### src/rtl/cache_controller.sv
// Cache controller: sequences a 2-way, 64-bit-line data cache between the MEM stage and word-wide SRAM.
// Read hits complete in the same cycle; misses fetch two words and fill the line; writes go through and invalidate.
module cache_controller #(
    parameter logic [31:0] BASE_ADDR = 32'd1024
) (
    input  logic        clk,
    input  logic        rst,
    input  logic        mem_r_en,
    input  logic        mem_w_en,
    input  logic [31:0] address,
    input  logic [31:0] wdata,
    output logic [31:0] rdata,
    output logic        ready,
    output logic [18:0] cache_address,
    output logic        cache_read,
    output logic        cache_write,
    output logic        mem_write,
    output logic [63:0] cache_write_data,
    input  logic        hit,
    input  logic [31:0] cache_read_data,
    output logic        sram_r_en,
    output logic        sram_w_en,
    output logic [31:0] sram_address,
    output logic [31:0] sram_wdata,
    input  logic [31:0] sram_rdata,
    input  logic        sram_ready,
    output logic [2:0]  dbg_state_o
);
    // Handshake: a CPU request (mem_r_en / mem_w_en) is held until ready, which marks completion in that
    // cycle; an SRAM request (sram_r_en / sram_w_en) is held until the single-cycle sram_ready pulse.
    localparam logic [2:0] IDLE  = 3'd0;
    localparam logic [2:0] RD_LO = 3'd1;
    localparam logic [2:0] RD_HI = 3'd2;
    localparam logic [2:0] FILL  = 3'd3;
    localparam logic [2:0] WR    = 3'd4;

    logic [2:0]  state_q, state_d;
    logic [31:0] lo_q, lo_d;
    logic [31:0] hi_q, hi_d;
    logic [31:0] line_base;

    // Only the low 19 bits of the wrapped 32-bit offset are used, so a 19-bit subtraction is equivalent.
    assign cache_address = address[18:0] - BASE_ADDR[18:0];
    assign line_base     = {address[31:3], 3'b000};
    assign sram_wdata    = wdata;
    assign dbg_state_o   = state_q;

    always_comb begin
        state_d          = state_q;
        lo_d             = lo_q;
        hi_d             = hi_q;
        rdata            = 32'd0;
        ready            = 1'b0;
        cache_read       = 1'b0;
        cache_write      = 1'b0;
        mem_write        = 1'b0;
        cache_write_data = 64'd0;
        sram_r_en        = 1'b0;
        sram_w_en        = 1'b0;
        sram_address     = 32'd0;
        case (state_q)
            IDLE: begin
                if (mem_w_en) begin
                    mem_write = 1'b1;
                    state_d   = WR;
                end else if (mem_r_en) begin
                    if (hit) begin
                        cache_read = 1'b1;
                        ready      = 1'b1;
                        rdata      = cache_read_data;
                    end else begin
                        state_d = RD_LO;
                    end
                end
            end
            RD_LO: begin
                sram_r_en    = 1'b1;
                sram_address = line_base;
                if (sram_ready) begin
                    lo_d    = sram_rdata;
                    state_d = RD_HI;
                end
            end
            RD_HI: begin
                sram_r_en    = 1'b1;
                sram_address = line_base + 32'd4;
                if (sram_ready) begin
                    hi_d    = sram_rdata;
                    state_d = FILL;
                end
            end
            FILL: begin
                cache_write      = 1'b1;
                cache_write_data = {hi_q, lo_q};
                ready            = 1'b1;
                rdata            = cache_address[2] ? hi_q : lo_q;
                state_d          = IDLE;
            end
            WR: begin
                sram_w_en    = 1'b1;
                sram_address = address;
                if (sram_ready) begin
                    ready   = 1'b1;
                    state_d = IDLE;
                end
            end
            default: state_d = IDLE;
        endcase
        // Reset silences every strobe immediately so a partial fill can never reach the cache.
        if (rst) begin
            rdata            = 32'd0;
            ready            = 1'b0;
            cache_read       = 1'b0;
            cache_write      = 1'b0;
            mem_write        = 1'b0;
            cache_write_data = 64'd0;
            sram_r_en        = 1'b0;
            sram_w_en        = 1'b0;
        end
    end

    always_ff @(posedge clk) begin
        if (rst) begin
            state_q <= IDLE;
            lo_q    <= 32'd0;
            hi_q    <= 32'd0;
        end else begin
            state_q <= state_d;
            lo_q    <= lo_d;
            hi_q    <= hi_d;
        end
    end
endmodule

### config.mk
export PLATFORM = sky130hd
export DESIGN_NAME = cache_controller
export DESIGN_NICKNAME = d
export VERILOG_FILES = /design/src/rtl/cache_controller.sv
export SDC_FILE = /design/constraint.sdc
export NUM_CORES = 1
export LEC_CHECK = 0
export BUFFER_PORTS_ARGS = -buffer_cell sky130_fd_sc_hd__buf_4
export CAP_MARGIN = 20
export CELL_PAD_IN_SITES_DETAIL_PLACEMENT = 0
export CELL_PAD_IN_SITES_GLOBAL_PLACEMENT = 2
export CORE_UTILIZATION = 22
export DETAILED_ROUTE_END_ITERATION = 8
export GPL_TIMING_DRIVEN = 0
export PLACE_DENSITY = 0.94
export SLEW_MARGIN = 20
export SYNTH_ARGS = -nofsm -noshare
export SYNTH_HDL_FRONTEND = slang
export SYNTH_SLANG_ARGS = --single-unit
export TNS_END_PERCENT = 100
### constraint.sdc
create_clock -name clk -period 2.2 [get_ports clk]
set_input_delay 0.44 -clock clk [delete_from_list [all_inputs] [get_ports clk]]
set_output_delay 0.44 -clock clk [all_outputs]
set_load 0.01 [all_outputs]
* Yosys cells after proc, flatten, opt, wreduce, memory -nomap -nowiden
Cells that the tools add are included. W data, S select, Z words.
Storage, ports and cells: output and inout port bits 188, memories 0, bits in registers 67, memory bits (read-only) 0, bits in latches 0, memory bits (writable) 0
Operators by class: equality and inequality tests 9, shift-type cells 0, add/sub/neg operators 2, bitwise operators 0, $lt $le $gt $ge 0, reduce and logical (&&, ||, !) cells 5, multiply operators 0, divide/modulo/power cells 0, muxes and demuxes 33
Operators with widths (count):
- $mux W32 | 5
- $mux W64 | 2
- $pmux W32 S3 | 1
- $pmux W32 S2 | 1
- $add A32 B3 Y32 const B | 1
- $sub A19 B11 Y19 const B | 1
- $mux W3 | 6
- $mux W1 | 16
- $pmux W3 S4 | 1
- $eq A3 B2 Y1 const B | 2
- $ne A2 B2 Y1 const B | 3
- $ne A3 B3 Y1 const B | 2
- $reduce_and A5 Y1 | 1
- $reduce_and A2 Y1 | 2
- $eq A3 B1 Y1 const B | 1
- $eq A3 B3 Y1 const B | 1
- $logic_not A3 Y1 | 1
- $pmux W1 S3 | 1
- $reduce_or A2 Y1 | 1

* Logic depth before layout (Yosys ltp)
word-level depth 5, gate-level depth with buffers 7, mapped depth without buffers 5

* Least setup slack after synthesis
No wires, ideal clock.
kind register -> output, from reg state_q[2] (netlist: dbg_state_o[2]), to out rdata[10], setup slack 0.371 ns, cell stages (with the launch flop) 8, required time 1.760 ns, data arrival time 1.389 ns, cell sequence dfxtp_1 buf_6 nor4_2 and3_1 buf_4 buf_6 a2bb2oi_1 nor2_1
Between the ends: longest elaborated chain between the ends 3
RTL lines:
- start: declaration | RTL line 37 | logic [2:0] state_q, state_d;
- start signal: assignment | RTL line 128 | state_q <= state_d;
- $eq A3 B2 Y1 / $logic_not A3 Y1 (equally long branches) | RTL line 61 | case (state_q)
- $pmux W32 S2 (*) | RTL line 61
- $mux W32 (*) | RTL line 110 | if (rst) begin
- end: declaration | RTL line 12 | output logic [31:0] rdata,
Every way passes the cells marked *; elsewhere a longest branch is shown, timed or not.

* Worst setup path after layout
from reg state_q[1] (netlist: dbg_state_o[1]), to out cache_write_data[26]
Between the ends: longest elaborated chain between the ends 3
RTL lines:
- $eq A3 B2 Y1 | RTL line 61
- $mux W64 | RTL line 61
- $mux W64 | RTL line 110
- end: declaration | RTL line 18 | output logic [63:0] cache_write_data,
Every way passes these cells.

==> metrics.md <==
| Metric | Value |
|---|---|
| RePlAce Congestion | approximately 0.8 |
| Post-synth ARST share | 0 |
| H-tree depth | 3 |
| Startpoint types | flip-flop |
| Area of the multi-input gates | between 2000 and 3000 µm² |
| Netlist Area Pre-Place | roughly 4500 µm² |
| Top cells by area, synth | dfxtp_1, and2_1, nand2_1 |
| CP required | roughly 1.8 ns |
| Reg-to-Reg End | lo_q[22]$_SDFFE_PP0P_ |
| Final Setup Violations | 70 |
| CTS tree | built |
| Critical Path Source | dbg_state_o[1]$_SDFFE_PP0P_ |
| Core ar. | 19800 µm² |
| Root buffer cell | clkbuf_16 |
| Vias/cell | around 4.3 |
| Post-synth top area cell | dfxtp_1 |
| Levels on crit path | 8 |
| Violated checks | negative setup slack |
| Syn_area_per_cell | 7.45 µm² |
| All-layer global routing usage | 0.176 |
| Mapped Cells | 605 |
| First-pass DRT Iterations | 4 |
| Buf/Inv on CP | 4 |
| Max cap viols | 0 |
| Worst hold-check path type | input pin to flip-flop |
| CTS Buf Count | 9 |
| Total global routing overflow | 0 |
| Final worst-path setup slack | -0.0737 ns |
| Post-route ant nets | 0 |
| Via Count | 5113 |
| Worst Reg-to-Reg Cells | 6 |
| Drt initial violations | between 150 and 200 |
| CP Max Fanout | 10 |
| Fraction of layout cells with a size suffix above 1 | 0.497 |
| Fin cells | 1193 |
| RSZ-0062 raised after global routing | yes |
| # DRC | 0 |
| Fin crit share | 1.03 |
| Post-synthesis sequential area ratio | 0.298 |
| Storage cell area | 1350 µm² |
| Wire per inst | approximately 16 µm |
| Worst Setup Path Type | flip-flop to output port |
| Flop2flop setup slack | 0.46 ns |
| Worst-case vdd ir drop | approximately 0.34 mV |
| Post-synth top area share | 0.298 |
| Top cell by count, worst path | buf_12 |
| Yosys warns | 0 |
| Largest net degree at the start of global routing | 12 |
| Most common cell after layout, fill and taps aside | buf_4 |
| Most frequent cells in the layout | buf_4, nand2_1, and2_1 |
| Yosys cell types | 38 |
| Rel. slew slack | 0.574 |
| FF-to-FF Start | dbg_state_o[0]$_SDFFE_PP0P_ |
| Setup crit end kind | output port |
| Worst path top cell family by delay | buffers and inverters |
| Leak | about 3.6 nW |
| Initial antenna violation count | 0 |
| CP Data Arrival Time | 1.83 ns |
| Pwr dens | 520 nW/µm² |
| Die Ht | 145 µm |
| Critical Path End | cache_write_data[26] |
| CP cell instances | buf_12 -> nor2b_4 -> nand2_4 -> nor2_4 -> buf_12 -> buf_8 -> and2_1 -> buf_4 |
| Core Rows | 51 |
| Die area | about 21000 µm² |
| Least-Margin Pin Slew | 0.639 ns |
| Clk_skew | 0.00463 ns |
| Initial Util | 0.228 |
| Slew Viols, Final | 0 |
| Run status | complete, but fails checks |
| Number of flops mapped to enable cells by yosys | 0 |
| Area delta synth->final | 76.8% |
| Fmax achieved | ~0.44 GHz |
| Pre-CTS WS | -0.208 ns |
| Sink Count | 67 |
| Placed Cells | around 1200 |
| Final net count | 1058 |
| Synth Register Bits | 67 |
| Global-route wire length before repair | 29000 µm |
| Post-layout minimum cycle time | 2.27 ns |
| Synthesized Nets | 740 |
| Worst-path clk slew | 0.06 ns |
| Final hold violations | 0 |
| Synth Flop Type | dfxtp_1 |
| Fillers | 2102 |
| Worst-skew pair later-pin latency | between 0.3 and 0.4 ns |
| Critical path's slowest cell | dfxtp_4 |
| Vias in the first global route | 4962 |
| Chip width | between 100 and 150 µm |
| IO Port Bufs | 287 |
| Post-DP HPWL | ~14000 µm |
| Worst-case clock buffer depth | 2 |
| I/O pin cnt | 322 |
| # diodes | 0 |
| Final WL | 19100 µm |
| Slowest stage delay, CP | 0.39 ns |
## power by group
part	internal, mW	switching (mW)
Clock	1.14	0.528
Combinational	0.627	0.548
Sequential	1.26	0.0435
## through the flow
stage / util / TNS [ns] / power [mW] / instance area [µm²] / hold WS [ns]
after floorplan: - / 0 / 1.86 / 4510 / 0.444
final: 0.403 / -2.45 / 4.14 / 7970 / 0.367
after global placement: 0.354 / -5.47 / 2.39 / 6990 / 0.453
after CTS: 0.385 / -1.81 / 4.15 / 7620 / 0.355
after detailed placement: 0.354 / -5.56 / 2.39 / 6990 / 0.460
after global routing: 0.403 / -10.86 / 4.35 / 7970 / 0.357
## kinds of logic (layout without fill, tap and decap cells)
| family | count (synthesis) | in the layout | synth area share |
|---|---|---|---|
| AOI/OAI and AO/OA | 106 | 106 | 0.147 |
| DFF | 67 | 67 | 0.298 |
| xor gates and xnor gates | 8 | 8 | 0.0155 |
| muxes | 34 | 34 | 0.0758 |
| adders and majority gates | 1 | 1 | 0.00278 |
| buffers and inverters | 96 | 419 | 0.145 |
| and+or+nand+nor | 293 | 293 | 0.317 |
## routing by layer
| metal | vias up | part of all wire | track usage |
|---|---|---|---|
| met1 | 2357 | 0.43 | 0.222 |
| met5 | - | 0 | 0 |
| li1 | 2571 | - | - |
| met2 | 173 | 0.49 | 0.301 |
| met4 | 0 | 0.0090 | 0.0332 |
| met3 | 12 | 0.073 | 0.0465 |
## final cells by class
cell class / instances / area share
flip-flops and latches: 67 / 0.169
multi-input cells: 442 / 0.341
clock buffers: 12 / 0.0309
plain buffers: 90 / 0.0892
well taps: 265 / 0.0416
inverters: 4 / 0.00188
repair buffers: 309 / 0.313
clock inverters: 4 / 0.0122
## worst min path at each step
stage / slack (ns) / cells after the start / startpoint / endpoint
global placement: 0.45 / 2 / lo_q[22]$_SDFFE_PP0P_ / lo_q[22]$_SDFFE_PP0P_
CTS: 0.35 / 3 / sram_rdata[9] / lo_q[9]$_SDFFE_PP0P_
finish: 0.37 / 3 / sram_rdata[24] / hi_q[24]$_SDFFE_PP0P_
detailed placement: 0.46 / 2 / lo_q[10]$_SDFFE_PP0P_ / lo_q[10]$_SDFFE_PP0P_
floorplan: 0.44 / 2 / lo_q[0]$_SDFFE_PP0P_ / lo_q[0]$_SDFFE_PP0P_
global route: 0.36 / 3 / sram_rdata[15] / hi_q[15]$_SDFFE_PP0P_
## sequential cells by signal, indices dropped and copies added (netlist names)
register	count
hi_q	32
lo_q	32
dbg_state_o	3
## cell usage after synthesis, types with 3 or more instances
cell type  count
a21oi_1       67
a2bb2oi_1     32
and2_1        93
and3_1         3
buf_2         17
buf_4         52
buf_6         10
clkbuf_1      11
dfxtp_1       67
inv_1          4
mux2i_1       33
nand2_1      135
nor2_1        39
nor3_1         6
xnor2_1        4
xor2_1         4
## worst reg2reg max path, delay by kind of cell (launching register included)
family,cells,cell delay [ns]
AO/OA/AOI/OAI,1,0.12
buffers and inverters,2,0.51
flip-flops,1,0.41
AND/OR/NAND/NOR,3,0.62
## timing repair
item | in CTS | in global routing
hold buffers | 0 | 0
pin swaps | 9 | 16
cloned | 2 | 4
gates resized for setup | 42 | 69
buffers inserted | 9 | 9
endpoints found under the setup margin | 130 | 120
No activity file was read; power rests on OpenSTA's default activity.
